[config.mk]
export PLATFORM = sky130hd
export DESIGN_NAME = apsk_symbol_mapper
export DESIGN_NICKNAME = d
export VERILOG_FILES = /design/src/rtl/apsk_pkg.sv /design/src/rtl/apsk_bit_packer.sv /design/src/rtl/apsk_symbol_mapper.sv
export SDC_FILE = /design/constraint.sdc
export NUM_CORES = 2
export LEC_CHECK = 0
export BUFFER_PORTS_ARGS = -buffer_cell sky130_fd_sc_hd__buf_2
export CORE_MARGIN = 5
export CORE_UTILIZATION = 55
export CTS_BUF_LIST = sky130_fd_sc_hd__clkbuf_4
export DETAILED_ROUTE_END_ITERATION = 7
export GPL_ROUTABILITY_DRIVEN = 0
export GPL_TIMING_DRIVEN = 0
export PLACE_DENSITY = 0.79
export SYNTH_ARGS = -nofsm -noshare
export SYNTH_HDL_FRONTEND = slang
export SYNTH_HIERARCHICAL = 1
export SYNTH_SLANG_ARGS = --single-unit
[constraint.sdc]
create_clock -name clk -period 4.2 [get_ports clk]
set_input_delay 0.42 -clock clk [delete_from_list [all_inputs] [get_ports clk]]
set_output_delay 0.42 -clock clk [all_outputs]
set_load 0.1 [all_outputs]
[src/rtl/apsk_pkg.sv]
// Shared APSK definitions used by both the transmit mapper and the demapper:
// word format, modulation modes, packer states and bits-per-symbol lookup.
package apsk_pkg;

    localparam int WORDLENGTH = 18;
    localparam int FRACTION   = 10;
    localparam int SYM_NUM    = 64;

    typedef enum logic [1:0] {
        MODE_16 = 2'd0,
        MODE_32 = 2'd1,
        MODE_64 = 2'd2
    } apsk_mode_t;

    typedef enum logic [1:0] {
        IDLE  = 2'd0,
        RUN   = 2'd1,
        FLUSH = 2'd2
    } apsk_state_t;

    // The reserved mode code behaves like 64APSK.
    function automatic logic [2:0] bits_per_sym(input logic [1:0] mode);
        logic [2:0] k;
        case (mode)
            2'd0:    k = 3'd4;
            2'd1:    k = 3'd5;
            default: k = 3'd6;
        endcase
        return k;
    endfunction

endpackage

[src/rtl/apsk_bit_packer.sv]
// Packs a byte stream into k-bit symbol indices, MSB first, with frame
// handling (zero-padded final symbol, last flag) and input backpressure.
module apsk_bit_packer
    import apsk_pkg::*;
(
    input  logic       clk,
    input  logic       rst_n,
    input  logic [1:0] mode,
    input  logic       in_valid,
    input  logic [7:0] in_data,
    input  logic       in_last,
    input  logic       slot_free,
    output logic       in_ready,
    output logic       emit,
    output logic [5:0] idx,
    output logic       last
);

    apsk_state_t state_q, state_d;
    logic [12:0] buf_q, buf_d;
    logic [3:0]  cnt_q, cnt_d;
    logic [2:0]  k_q, k_d;
    logic [3:0]  k_s;
    logic [3:0]  cnt_shift_s;
    logic        accept_s;

    // Handshake, symbol extraction and next buffer/count/state.
    always_comb begin
        k_s      = {1'b0, k_q};
        in_ready = rst_n && (state_q != FLUSH) && (cnt_q <= 4'd5);
        accept_s = in_valid && in_ready;
        emit     = slot_free && ((cnt_q >= k_s) || ((state_q == FLUSH) && (cnt_q != 4'd0)));
        last     = emit && (state_q == FLUSH) && (cnt_q <= k_s);

        // Bits below cnt are always zero, so a short final symbol pads itself.
        case (k_q)
            3'd4:    idx = {2'b00, buf_q[12:9]};
            3'd5:    idx = {1'b0, buf_q[12:8]};
            default: idx = buf_q[12:7];
        endcase

        if (emit) begin
            cnt_shift_s = (cnt_q > k_s) ? (cnt_q - k_s) : 4'd0;
            buf_d       = buf_q << k_q;
        end else begin
            cnt_shift_s = cnt_q;
            buf_d       = buf_q;
        end

        if (accept_s) begin
            buf_d = buf_d | ({in_data, 5'b00000} >> cnt_shift_s);
            cnt_d = cnt_shift_s + 4'd8;
        end else begin
            cnt_d = cnt_shift_s;
        end

        k_d = (state_q == IDLE) ? bits_per_sym(mode) : k_q;

        state_d = state_q;
        case (state_q)
            IDLE: begin
                if (accept_s) begin
                    state_d = in_last ? FLUSH : RUN;
                end else begin
                    state_d = IDLE;
                end
            end
            RUN: begin
                if (accept_s && in_last) begin
                    state_d = FLUSH;
                end else begin
                    state_d = RUN;
                end
            end
            FLUSH: begin
                if (last) begin
                    state_d = IDLE;
                end else begin
                    state_d = FLUSH;
                end
            end
            default: state_d = IDLE;
        endcase
    end

    // Packer state registers.
    always_ff @(posedge clk or negedge rst_n) begin
        if (!rst_n) begin
            state_q <= IDLE;
            buf_q   <= 13'd0;
            cnt_q   <= 4'd0;
            k_q     <= 3'd6;
        end else begin
            state_q <= state_d;
            buf_q   <= buf_d;
            cnt_q   <= cnt_d;
            k_q     <= k_d;
        end
    end

endmodule

[src/rtl/apsk_symbol_mapper.sv]
// APSK transmit mapper: bit packer feeding a loadable 64-entry constellation
// table, with a registered valid/ready symbol output.
module apsk_symbol_mapper #(
    parameter int WORDLENGTH = apsk_pkg::WORDLENGTH,
    parameter int SYM_NUM    = apsk_pkg::SYM_NUM
) (
    input  logic                  clk,
    input  logic                  rst_n,
    input  logic [1:0]            mode,
    input  logic                  in_valid,
    output logic                  in_ready,
    input  logic [7:0]            in_data,
    input  logic                  in_last,
    input  logic                  lut_we,
    input  logic [5:0]            lut_addr,
    input  logic [WORDLENGTH-1:0] lut_re,
    input  logic [WORDLENGTH-1:0] lut_im,
    output logic                  out_valid,
    input  logic                  out_ready,
    output logic [WORDLENGTH-1:0] out_re,
    output logic [WORDLENGTH-1:0] out_im,
    output logic [5:0]            out_idx,
    output logic                  out_last
);

    logic [WORDLENGTH-1:0] tbl_re_q [SYM_NUM];
    logic [WORDLENGTH-1:0] tbl_re_d [SYM_NUM];
    logic [WORDLENGTH-1:0] tbl_im_q [SYM_NUM];
    logic [WORDLENGTH-1:0] tbl_im_d [SYM_NUM];

    logic                  out_valid_q, out_valid_d;
    logic [WORDLENGTH-1:0] out_re_q, out_re_d;
    logic [WORDLENGTH-1:0] out_im_q, out_im_d;
    logic [5:0]            out_idx_q, out_idx_d;
    logic                  out_last_q, out_last_d;

    logic       slot_free_s;
    logic       emit_s;
    logic [5:0] idx_s;
    logic       last_s;

    assign slot_free_s = !out_valid_q || out_ready;

    apsk_bit_packer u_packer (
        .clk       (clk),
        .rst_n     (rst_n),
        .mode      (mode),
        .in_valid  (in_valid),
        .in_data   (in_data),
        .in_last   (in_last),
        .slot_free (slot_free_s),
        .in_ready  (in_ready),
        .emit      (emit_s),
        .idx       (idx_s),
        .last      (last_s)
    );

    // Table write port; an emit in the same cycle still sees the old entry.
    always_comb begin
        for (int i = 0; i < SYM_NUM; i++) begin
            tbl_re_d[i] = (lut_we && (lut_addr == 6'(i))) ? lut_re : tbl_re_q[i];
            tbl_im_d[i] = (lut_we && (lut_addr == 6'(i))) ? lut_im : tbl_im_q[i];
        end
    end

    // Constellation table storage.
    always_ff @(posedge clk or negedge rst_n) begin
        if (!rst_n) begin
            for (int i = 0; i < SYM_NUM; i++) begin
                tbl_re_q[i] <= '0;
                tbl_im_q[i] <= '0;
            end
        end else begin
            tbl_re_q <= tbl_re_d;
            tbl_im_q <= tbl_im_d;
        end
    end

    // Output slot: load on emit, drop on drain, otherwise hold.
    always_comb begin
        out_valid_d = out_valid_q;
        out_re_d    = out_re_q;
        out_im_d    = out_im_q;
        out_idx_d   = out_idx_q;
        out_last_d  = out_last_q;
        if (emit_s) begin
            out_valid_d = 1'b1;
            out_re_d    = tbl_re_q[idx_s];
            out_im_d    = tbl_im_q[idx_s];
            out_idx_d   = idx_s;
            out_last_d  = last_s;
        end else if (out_ready) begin
            out_valid_d = 1'b0;
        end else begin
            out_valid_d = out_valid_q;
        end
    end

    // Output register.
    always_ff @(posedge clk or negedge rst_n) begin
        if (!rst_n) begin
            out_valid_q <= 1'b0;
            out_re_q    <= '0;
            out_im_q    <= '0;
            out_idx_q   <= 6'd0;
            out_last_q  <= 1'b0;
        end else begin
            out_valid_q <= out_valid_d;
            out_re_q    <= out_re_d;
            out_im_q    <= out_im_d;
            out_idx_q   <= out_idx_d;
            out_last_q  <= out_last_d;
        end
    end

    assign out_valid = out_valid_q;
    assign out_re    = out_re_q;
    assign out_im    = out_im_q;
    assign out_idx   = out_idx_q;
    assign out_last  = out_last_q;

endmodule

==> impl_metrics.json <==
{
  "status": "finished with violations",
  "violations": "design-rule violations, max-capacitance violations, max-slew violations, negative setup slack",
  "track_usage_pct": 36.0,
  "routed_wl_um": 371000,
  "synth_edf_count": 0,
  "cts_root_buf": "clkbuf_4",
  "async_reset_ff_share_pct": 100,
  "die_y_um": 452,
  "synthesis.nets": 7431,
  "finClkSkew_ns": 0.122,
  "die_x_um": 452,
  "layout.cells.most_common_list": "dfrtp_1 (2368), mux2_2 (1900), clkbuf_4 (957)",
  "cts_buffers": 629,
  "layout_setup_ws_ns": -0.0906,
  "max_freq_mhz": 233,
  "rows": 162,
  "ys_seq_area_share_pct": 55.2,
  "grt_max_degree": 178,
  "cts.sinks": 2369,
  "wire_per_inst_um": 33.2,
  "ys_seq_elements": 2369,
  "syn_inst": 7370,
  "place_ws_ns": -1.84,
  "endpoint_kind": "register",
  "ys.flop_type": "dfrtp_1",
  "core-area_um2": 195000,
  "slew_violations": 63,
  "clockBufferDepth": 4,
  "critPathMaxFanout": 10,
  "grt_pass1_vias": 77700,
  "power.density_nw_per_um2": 657,
  "syn_to_final_growth_pct": 12.8,
  "grt_overflow": 0,
  "drc": 4,
  "cts_tree": "yes",
  "max-vdd-ir-drop_uv": 492,
  "worst_skew_pair.late_latency_ns": 1.50,
  "vias_per_cell": 6.69,
  "cp-start-kind": "register",
  "grt_pass1_wl_um": 530000,
  "initialDrtViolationCount": 9164,
  "final-setup-viol-count": 8,
  "p_leak_nw": 58.0,
  "tightest_slew_ns": 1.69,
  "dr.pass1.iters": 8,
  "dieArea_um2": 204000,
  "avgSynthCellArea_um2": 14.6,
  "finalNetCount": 8263,
  "worst_ep_required_time_ns": 5.49,
  "report.final.hold_viol_count": 0,
  "place_hpwl_um": 248000,
  "drive_gt1_share_pct": 41.8,
  "start_util_pct": 55.2,
  "h-tree-depth": 6,
  "path_clk_slew_ns": 0.07,
  "num_vias": 74700,
  "antenna_found_initial": 26,
  "port_buffers": 65,
  "io_pins": 103,
  "min_period_ns": 4.29,
  "post-route-period-util_pct": 102,
  "path_class": "reg -> reg",
  "relSlewSlack_pct": -12.5,
  "ys_types": 68,
  "ant_nets": 0,
  "syn_area_um2": 107000,
  "ys_warn_count": 6,
  "arrival_ns": 5.58,
  "final_common_cell": "dfrtp_1",
  "min_path_type": "in -> reg",
  "p_total_mw": 79.5,
  "maxCapViolCount": 6
}
## per-stage QoR
stage / setup TNS [ns] / cell area, um^2 / instances / utilization, % / hold WS [ns]
2_1_floorplan: 0 / 107000 / 7370 / - / 0.124
3_5_place_dp: -104.46 / 111000 / 9999 / 57.3 / 0.316
4_1_cts: 0 / 121000 / 11100 / 62.1 / 0.0191
5_1_grt: -0.0205 / 121000 / 11200 / 62.2 / 0.0940
6_report: -0.280 / 121000 / 11200 / 62.2 / 0.0437
3_3_place_gp: - / 111000 / 9977 / 57.0 / 0.461
## repair_timing
item / 4_1_cts / 5_1_grt
setup endpoints to repair: 42 / 293
endpoints found under the hold margin: 2134 / 0
gates cloned: 2 / 2
resized for setup: 250 / 34
hold buffers: 104 / 0
setup buffers: 9 / 4
pin swaps: 2 / 4
## synth_stat cells (2+ instances only)
| cell | instances | area, um^2 |
|---|---|---|
| a211o_1 | 2 | 17.5 |
| a211oi_1 | 8 | 60.1 |
| a21boi_0 | 2 | 15.0 |
| a21oi_1 | 45 | 225 |
| a221o_1 | 42 | 420 |
| a221oi_1 | 36 | 315 |
| a22oi_1 | 254 | 1910 |
| and2_1 | 9 | 56.3 |
| and3_1 | 2 | 12.5 |
| buf_1 | 51 | 191 |
| buf_2 | 133 | 666 |
| clkbuf_1 | 530 | 1990 |
| dfrtp_1 | 2368 | 59300 |
| ha_1 | 2 | 25.0 |
| inv_1 | 8 | 30.0 |
| inv_2 | 4 | 15.0 |
| mux2_1 | 414 | 4660 |
| mux2_2 | 1900 | 21400 |
| mux2i_1 | 594 | 5950 |
| mux4_2 | 288 | 6490 |
| nand2_1 | 176 | 661 |
| nand2b_1 | 46 | 288 |
| nand3_1 | 43 | 215 |
| nand4_1 | 37 | 231 |
| nand4b_1 | 2 | 17.5 |
| nand4bb_1 | 2 | 22.5 |
| nor2_1 | 95 | 357 |
| nor2_2 | 19 | 119 |
| nor2b_1 | 6 | 37.5 |
| nor3_1 | 46 | 230 |
| nor4_1 | 2 | 12.5 |
| o21ai_0 | 48 | 240 |
| o21ai_1 | 2 | 10.0 |
| o221ai_1 | 39 | 342 |
| o22ai_1 | 74 | 463 |
| o31a_1 | 2 | 17.5 |
| o31ai_1 | 2 | 15.0 |
| or2_1 | 4 | 25.0 |
| or2_2 | 4 | 25.0 |
## where the power goes
part           internal, mW  leakage [nW]  total [mW]  switching, mW
registers              25.9          31.5        27.7           1.73
clock network          10.3          4.52        20.0           9.72
logic                  11.7          22.0        31.8           20.2
## logic make-up (layout without fill, tap and decap cells)
kind of cell	after synthesis	after routing	share of synthesized area [%]
AO/OA/AOI/OAI	569	569	3.93
AND/OR/NAND/NOR	503	503	2.23
adder cells (fa/ha/maj)	3	3	0.0419
buffers and inverters	728	1956	2.72
multiplexers	3198	3198	35.9
other	0	33	0
flip-flops	2369	2369	55.2
## flip-flops by register name (all words and copies together), names as in the netlist
signal and cells:
tbl_im_q 1152, tbl_re_q 1152, out_im 18, out_re 18
u_packer/buf_q 13, out_idx 6, u_packer/cnt_q 4, u_packer/k_q 2
u_packer/state_q 2, out_last 1, out_valid 1
## worst max-delay path, stage by stage (launching register included)
cell and delay, ns:
dfrtp_1 0.38, clkbuf_2 0.23, buf_2 0.31, mux2i_1 0.13
o21ai_1 0.44, buf_4 0.34, clkbuf_2 0.46, clkbuf_2 0.60
mux2i_1 0.29, a22oi_1 0.09, nand2_1 0.16, nand4_1 0.21
a221o_1 0.40
## routing by layer
layer  GRT usage, %  routed length, um  up-vias  share of wire (%)
li1               -                  -    29300                  -
met1           44.1             132000    38800                 36
met2           52.6             162000     5057                 44
met3           13.6              45300     1564                 12
met4           25.9              31900       10                8.6
met5          0.723                219        -              0.059
## path summary, 6_finish.rpt
kind | start | to | depth (start not counted) | slack, ns
worst max-delay path | u_packer/k_q[0] | out_im[9] | 12 | -0.09
max in group asynchronous | rst_n | tbl_re_q[371] | 14 | 0.52
min in group asynchronous | rst_n | tbl_im_q[532] | 11 | 0.48
worst min-delay path | lut_im[16] | tbl_im_q[916] | 3 | 0.04
worst min register to register | tbl_im_q[894] | tbl_im_q[894] | 1 | 0.48
worst max register to register | u_packer/k_q[0] | out_im[9] | 12 | -0.09
## layout make-up
type                    count  area (um^2)
diodes                     33         82.6
plain buffers             708         3320
clock buffers             918         6890
clock inverters           109          594
fillers                 14300        73500
inverters                  13         51.3
multi-input cells        4273        45300
flip-flops and latches   2369        59300
well taps                2542         3180
repair buffers            208         2430
(Power assumes the default switching activity.)
